[src/rtl/sram_axi_bridge_pkg.sv]
// Shared types and constants for the SRAM-like to AXI3 bridge.
// Holds FSM encodings, SRAM size codes, AXI size codes and default IDs.
package sram_axi_bridge_pkg;

    typedef enum logic [2:0] {
        ST_IDLE    = 3'd0,
        ST_RD_ADDR = 3'd1,
        ST_RD_DATA = 3'd2,
        ST_WR_REQ  = 3'd3,
        ST_WR_RESP = 3'd4
    } state_e;

    // SRAM-side transfer size codes.
    localparam logic [1:0] SIZE_BYTE = 2'd0;
    localparam logic [1:0] SIZE_HALF = 2'd1;
    localparam logic [1:0] SIZE_WORD = 2'd2;

    // AXI AxSIZE encodings.
    localparam logic [2:0] AXI_SIZE_1B = 3'd0;
    localparam logic [2:0] AXI_SIZE_2B = 3'd1;
    localparam logic [2:0] AXI_SIZE_4B = 3'd2;

    localparam logic [3:0] INST_ID_DEFAULT = 4'd0;
    localparam logic [3:0] DATA_ID_DEFAULT = 4'd1;

    // The undefined code 3 passes through unchanged so the slave sees it as-is.
    function automatic logic [2:0] axi_size(input logic [1:0] size);
        logic [2:0] result;
        unique case (size)
            SIZE_BYTE: result = AXI_SIZE_1B;
            SIZE_HALF: result = AXI_SIZE_2B;
            SIZE_WORD: result = AXI_SIZE_4B;
            default:   result = {1'b0, size};
        endcase
        return result;
    endfunction

endpackage

[src/rtl/sram_axi_bridge_wstrb_gen.sv]
// Byte-lane strobe generator: transfer size plus address offset to a 4-bit wstrb.
// Kept standalone so a cache write path can share the same lane rules.
module sram_axi_bridge_wstrb_gen
    import sram_axi_bridge_pkg::*;
(
    input  logic [1:0] i_size,
    input  logic [1:0] i_offset,
    output logic [3:0] o_wstrb
);

    always_comb begin
        o_wstrb = 4'b0000;
        unique case (i_size)
            SIZE_BYTE: o_wstrb = 4'b0001 << i_offset;
            SIZE_HALF: o_wstrb = i_offset[1] ? 4'b1100 : 4'b0011;
            SIZE_WORD: o_wstrb = 4'b1111;
            // Size 3 is not a legal SRAM size: no lanes written, but the
            // write still runs to completion so the requester is not stuck.
            default:   o_wstrb = 4'b0000;
        endcase
    end

endmodule

[src/rtl/sram_axi_bridge.sv]
// Bridges the CPU's instruction and data SRAM-like ports onto one AXI3 master,
// one transaction at a time, data port having priority over instruction fetch.
module sram_axi_bridge
    import sram_axi_bridge_pkg::*;
#(
    parameter logic [3:0] INST_ID = INST_ID_DEFAULT,
    parameter logic [3:0] DATA_ID = DATA_ID_DEFAULT
) (
    input  logic        clk,
    input  logic        resetn,

    input  logic        inst_req,
    input  logic [1:0]  inst_size,
    input  logic [31:0] inst_addr,
    output logic        inst_addr_ok,
    output logic        inst_data_ok,
    output logic [31:0] inst_rdata,

    input  logic        data_req,
    input  logic        data_wr,
    input  logic [1:0]  data_size,
    input  logic [31:0] data_addr,
    input  logic [31:0] data_wdata,
    output logic        data_addr_ok,
    output logic        data_data_ok,
    output logic [31:0] data_rdata,

    output logic [3:0]  arid,
    output logic [31:0] araddr,
    output logic [2:0]  arsize,
    output logic        arvalid,
    input  logic        arready,

    input  logic [3:0]  rid,
    input  logic [31:0] rdata,
    input  logic [1:0]  rresp,
    input  logic        rlast,
    input  logic        rvalid,
    output logic        rready,

    output logic [3:0]  awid,
    output logic [31:0] awaddr,
    output logic [2:0]  awsize,
    output logic        awvalid,
    input  logic        awready,

    output logic [3:0]  wid,
    output logic [31:0] wdata,
    output logic [3:0]  wstrb,
    output logic        wlast,
    output logic        wvalid,
    input  logic        wready,

    input  logic [3:0]  bid,
    input  logic [1:0]  bresp,
    input  logic        bvalid,
    output logic        bready
);

    state_e      r_state;
    state_e      w_state_next;

    logic        r_owner_data;
    logic [31:0] r_addr;
    logic [1:0]  r_size;
    logic [31:0] r_wdata;
    logic        r_aw_done;
    logic        r_w_done;
    logic        r_inst_data_ok;
    logic        r_data_data_ok;
    logic [31:0] r_inst_rdata;
    logic [31:0] r_data_rdata;

    logic        w_grant_data;
    logic        w_grant_inst;
    logic        w_aw_hs;
    logic        w_w_hs;
    logic        w_ar_hs;
    logic        w_r_hs;
    logic        w_b_hs;
    logic [3:0]  w_wstrb;
    logic [3:0]  w_id;

    // Response IDs/status are not needed with a single outstanding transaction.
    logic        w_unused_axi;
    assign w_unused_axi = ^{rid, rresp, rlast, bid, bresp};

    // Gating with resetn keeps addr_ok low while the bridge is held in reset.
    assign w_grant_data = (r_state == ST_IDLE) && resetn && data_req;
    assign w_grant_inst = (r_state == ST_IDLE) && resetn && !data_req && inst_req;

    assign data_addr_ok = w_grant_data;
    assign inst_addr_ok = w_grant_inst;

    always_ff @(posedge clk or negedge resetn) begin
        if (!resetn) begin
            r_state <= ST_IDLE;
        end else begin
            r_state <= w_state_next;
        end
    end

    always_comb begin
        w_state_next = r_state;
        arvalid      = 1'b0;
        rready       = 1'b0;
        awvalid      = 1'b0;
        wvalid       = 1'b0;
        bready       = 1'b0;
        w_ar_hs      = 1'b0;
        w_r_hs       = 1'b0;
        w_aw_hs      = 1'b0;
        w_w_hs       = 1'b0;
        w_b_hs       = 1'b0;

        unique case (r_state)
            ST_IDLE: begin
                if (w_grant_data) begin
                    w_state_next = data_wr ? ST_WR_REQ : ST_RD_ADDR;
                end else if (w_grant_inst) begin
                    w_state_next = ST_RD_ADDR;
                end
            end
            ST_RD_ADDR: begin
                arvalid = 1'b1;
                w_ar_hs = arready;
                if (w_ar_hs) begin
                    w_state_next = ST_RD_DATA;
                end
            end
            ST_RD_DATA: begin
                rready = 1'b1;
                w_r_hs = rvalid;
                if (w_r_hs) begin
                    w_state_next = ST_IDLE;
                end
            end
            ST_WR_REQ: begin
                // AW and W channels retire independently, in either order.
                awvalid = !r_aw_done;
                wvalid  = !r_w_done;
                w_aw_hs = awvalid && awready;
                w_w_hs  = wvalid && wready;
                if ((r_aw_done || w_aw_hs) && (r_w_done || w_w_hs)) begin
                    w_state_next = ST_WR_RESP;
                end
            end
            ST_WR_RESP: begin
                bready = 1'b1;
                w_b_hs = bvalid;
                if (w_b_hs) begin
                    w_state_next = ST_IDLE;
                end
            end
            default: begin
                w_state_next = ST_IDLE;
            end
        endcase
    end

    always_ff @(posedge clk or negedge resetn) begin
        if (!resetn) begin
            r_owner_data   <= 1'b0;
            r_addr         <= 32'd0;
            r_size         <= 2'd0;
            r_wdata        <= 32'd0;
            r_aw_done      <= 1'b0;
            r_w_done       <= 1'b0;
            r_inst_data_ok <= 1'b0;
            r_data_data_ok <= 1'b0;
            r_inst_rdata   <= 32'd0;
            r_data_rdata   <= 32'd0;
        end else begin
            r_inst_data_ok <= 1'b0;
            r_data_data_ok <= 1'b0;

            if (w_grant_data) begin
                r_owner_data <= 1'b1;
                r_addr       <= data_addr;
                r_size       <= data_size;
                r_wdata      <= data_wdata;
                r_aw_done    <= 1'b0;
                r_w_done     <= 1'b0;
            end else if (w_grant_inst) begin
                r_owner_data <= 1'b0;
                r_addr       <= inst_addr;
                r_size       <= inst_size;
            end

            if (w_aw_hs) begin
                r_aw_done <= 1'b1;
            end
            if (w_w_hs) begin
                r_w_done <= 1'b1;
            end

            if (w_r_hs) begin
                if (r_owner_data) begin
                    r_data_rdata   <= rdata;
                    r_data_data_ok <= 1'b1;
                end else begin
                    r_inst_rdata   <= rdata;
                    r_inst_data_ok <= 1'b1;
                end
            end

            if (w_b_hs) begin
                r_data_data_ok <= 1'b1;
            end
        end
    end

    sram_axi_bridge_wstrb_gen u_wstrb_gen (
        .i_size   (r_size),
        .i_offset (r_addr[1:0]),
        .o_wstrb  (w_wstrb)
    );

    // Writes only ever come from the data port, so one ID mux serves all channels.
    assign w_id   = r_owner_data ? DATA_ID : INST_ID;

    assign arid   = w_id;
    assign araddr = r_addr;
    assign arsize = axi_size(r_size);

    assign awid   = w_id;
    assign awaddr = r_addr;
    assign awsize = axi_size(r_size);

    assign wid    = w_id;
    assign wdata  = r_wdata;
    assign wstrb  = w_wstrb;
    assign wlast  = 1'b1;

    assign inst_data_ok = r_inst_data_ok;
    assign inst_rdata   = r_inst_rdata;
    assign data_data_ok = r_data_data_ok;
    assign data_rdata   = r_data_rdata;

endmodule
[config.mk]
export PLATFORM = sky130hd
export DESIGN_NAME = sram_axi_bridge
export DESIGN_NICKNAME = d
export VERILOG_FILES = /design/src/rtl/sram_axi_bridge_pkg.sv /design/src/rtl/sram_axi_bridge_wstrb_gen.sv /design/src/rtl/sram_axi_bridge.sv
export SDC_FILE = /design/constraint.sdc
export NUM_CORES = 1
export LEC_CHECK = 0
export CAP_MARGIN = 20
export CORE_ASPECT_RATIO = 0.8
export CORE_UTILIZATION = 36
export DETAILED_ROUTE_END_ITERATION = 10
export PLACE_DENSITY = 0.78
export REMOVE_ABC_BUFFERS = 1
export SLEW_MARGIN = 10
export SYNTH_ARGS = -nofsm -noshare
export SYNTH_HDL_FRONTEND = slang
export SYNTH_HIERARCHICAL = 1
export SYNTH_SLANG_ARGS = --single-unit
[constraint.sdc]
create_clock -name clk -period 1.7 [get_ports clk]
set_input_delay 0.17 -clock clk [delete_from_list [all_inputs] [get_ports clk]]
set_output_delay 0.17 -clock clk [all_outputs]
set_load 0.01 [all_outputs]
==> out/summary.txt <==
Core Rows = 43
Critical Path Slowest Stage Cell = sky130_fd_sc_hd__dfrtp_1
proportion of synthesized area in mux cells = 18.8%
aggregate global routing overflow = 0
diodes inserted = 0
worst stage delay on the critical path = 0.39 ns
number of buffers and inverters on the critical path = 3
final setup violating endpoints = 51
clk_lat worst skew = 0.41 ns
number of nets with antenna violations after detailed routing = 0
Worst Hold Margin = 0.0592 ns
CORE AREA = 17300 µm²
number of maximum-capacitance constraint violations = 0
total negative setup slack = -1.96 ns
number of max-slew violations in the final report = 0
endpoint required time on the critical path = 1.53 ns
Net count, final = 965
global routing usage summed across all routing layers = 20.5%
combinational cell fraction of total power = 49.8%
fraction of power spent switching nets = 31.5%
final non-filler cell area = 10700 µm²
die area = 18300 µm²
register bit count reported by yosys = 138
Yosys warnings = 6
WHS Path Cells = 3
share of post-route cells with drive strength above 1 = 24.3%
maximum number of pins on one net before global-route repair = 67
Pwr per Cell Area = 1890 nW/µm²
HPWL after detailed placement = 12700 µm
relative area change from synthesis to final layout = 67.4%
Cell Int Power = 13.8 mW
CTS tree = yes
global-route wire length before repair = 28600 µm
pre-CTS WS = -0.138 ns
Critical Path Start Type = flop
Pre-antenna DRT Iters = 4
maximum fanout along the worst path = 6
post-synthesis cell area = 6390 µm²
number of vias in the routed layout = 5106
type of the worst setup path = reg -> out
io pins = 347
maximum clock frequency = 0.559 GHz
launch instance of the worst min-delay path = resetn
Max Root-Sink Buffers = 2
number of placed cells counting well taps = 992
per-cell via count in the routed design = 4.87
adder and majority gate portion of the synthesized area = 0%
max-slew headroom at the worst pin = 59.9%
cells along the critical path = buf_6 > nor4b_4 > nand2_4 > inv_8 > buf_6
level count of the clock H-tree = 4
clock skew after layout = 0.00905 ns
path type of the worst min-delay path = in -> reg
post-layout instance count excluding filler cells = 1048
die outline height = 121 µm
Synth Area in XOR/XNOR = 0%
die width = 151 µm
number of distinct library cell variants in the gate-level netlist after synthesis = 41
depth of the worst register-to-register path = 7
Critical Path Most Common Cell = sky130_fd_sc_hd__buf_6
Final Util = 61.7%
time the worst path needs with I/O delays and setup = 1.79 ns
sequential share of power = 30.3%
Reg2Reg Capture Point = wdata[9]
Clk pin slew, worst setup/hold paths = 0.06 ns
failing checks = negative setup slack
endpoint arrival time on the critical path = 1.62 ns
clock group share of total power = 19.9%
number of failing hold endpoints at the final stage = 0
Final WS setup = -0.0890 ns
input/output buffers = 321
Routed wire per std cell = 18.4 µm
Detailed Route WL = 19300 µm
DRC violation total after the first TritonRoute iteration = 200
final period utilization = 105%
effective utilization at floorplan = 36.9%
antenna violations before repair = 0
cell count after synthesis = 495
Pleak = 4.55 nW
total net switching power = 6.36 mW
overall power after layout = 20.2 mW
number of DRC violations after detailed routing = 0
Tightest Pin Transition = 0.601 ns
cell at the root of the clock tree = sky130_fd_sc_hd__clkbuf_16
synthesized area divided by synthesized cell count = 12.9 µm²
largest family of logic cells by synthesized area = multiplexers
Worst path top cell family by delay = simple AND/OR/NAND/NOR gates
post-synthesis simple-gate area fraction = 6.25%
Compound-Gate Fraction of Synth Area = 11.5%
sequential cell area fraction in the yosys report = 54.1%
# clock sinks = 138
Critical Path Sink Type = output port
unrepaired setup endpoints after global routing = true
internal reg-to-reg setup slack = -0.07 ns
most frequent cells in the layout = 309 x sky130_fd_sc_hd__clkdlybuf4s50_1, 135 x sky130_fd_sc_hd__dfrtp_1, 67 x sky130_fd_sc_hd__o21ai_0
total clock buffers created by CTS = 17
status = finished, violations left
via count of the first global-routing pass = 5210
worst vdd ir = 0.948 mV
most frequent standard cell in the layout excluding fill and tap cells = sky130_fd_sc_hd__clkdlybuf4s50_1
Crit Reg-Reg Startpoint = r_state[0]
worst hold path endpoint = r_state[1]
weighted congestion reported at the end of routability-driven placement = 0.821
total placed instance area = 9550 µm²
-- cells by family after synthesis --
family | count (synthesis)
multiplexers | 97
buffers and inverters | 84
AND/OR/NAND/NOR | 58
flip-flops | 138
other | 2
AO/OA/AOI/OAI | 116
-- worst reg2reg max path: stages (launching register included) --
cell and delay (ns):
sky130_fd_sc_hd__dfrtp_1 0.39, sky130_fd_sc_hd__buf_6 0.14, sky130_fd_sc_hd__nor4b_4 0.35, sky130_fd_sc_hd__nand2_4 0.13, sky130_fd_sc_hd__inv_8 0.10, sky130_fd_sc_hd__buf_4 0.11
sky130_fd_sc_hd__buf_8 0.13, sky130_fd_sc_hd__mux2_4 0.30
-- timing repair --
| item | 4_1_cts | 5_1_grt |
|---|---|---|
| pin swaps | 5 | 6 |
| endpoints found under the hold margin | 72 | 0 |
| resized for setup | 97 | 29 |
| hold buffers | 1 | 0 |
| cloned | 6 | 4 |
| setup buffers | 11 | 11 |
| setup endpoints to repair | 83 | 202 |
-- how the worst max path moves through the flow --
stage                     slack (ns)  cells after the start           end  startpoint
after floorplan                -0.87                      4     wdata[19]  r_state[1]
after global placement         -0.11                      6     wdata[19]  r_state[1]
after detailed placement       -0.14                      3  inst_addr_ok  r_state[1]
after CTS                      -0.20                      3  inst_addr_ok  r_state[1]
after global routing           -0.20                      5  data_addr_ok  r_state[0]
final                          -0.09                      5  data_addr_ok  r_state[0]
-- synthesized netlist by cell type (all sizes together) --
cell type,number,area [µm²]
dfrtp,138,3450
mux2,96,1190
o21ai,73,369
buf,62,504
a2bb2oi,34,298
and2,34,213
clkbuf,20,77.6
nor2,7,26.3
nand2b,5,41.3
a21oi,3,15.0
nand2,3,18.8
nor3b,3,38.8
a22o,2,17.5
conb,2,7.51
inv,2,12.5
o31ai,2,20.0
a221oi,1,8.76
mux2i,1,10.0
nand3,1,5.00
nand3b,1,7.51
nand4b,1,8.76
nor2b,1,6.26
nor4b,1,23.8
o22ai,1,6.26
or4b,1,10.0
-- registers in the layout, summed over array words and instances, names as in the netlist, 2 cells and up --
register	flops
r_size	2
r_state	3
wdata	32
araddr	32
data_rdata	32
inst_rdata	32
-- cell type report --
cell class | count | area [µm²]
clock inverter | 14 | 208
multi-input combinational | 283 | 2550
inverter | 2 | 15.0
timing repair buffer | 368 | 3750
tap | 225 | 282
sequential | 138 | 3460
fill | 1379 | 6630
clock buffer | 18 | 429
-- power by group through the flow --
| stage | sequential (mW) | combinational, mW | clock [mW] |
|---|---|---|---|
| 2_1_floorplan | 6.97 | 2.71 | 0 |
| 3_3_place_gp | 6.05 | 9.15 | 0 |
| 3_5_place_dp | 6.07 | 9.32 | 0 |
| 4_1_cts | 6.10 | 9.99 | 4.10 |
| 5_1_grt | 6.31 | 10.7 | 4.26 |
| 6_report | 6.10 | 10.1 | 4.02 |
-- metal layers --
| metal | global-route usage (%) | part of all wire [%] | vias to the layer above |
|---|---|---|---|
| met1 | 26.8 | 43 | 2554 |
| met4 | 4.94 | 1.1 | 0 |
| met3 | 6.32 | 7.7 | 17 |
| met2 | 33.0 | 48 | 219 |
| li1 | - | - | 2316 |
| met5 | 0 | 0 | - |
Power figures use the tool's default switching activity.
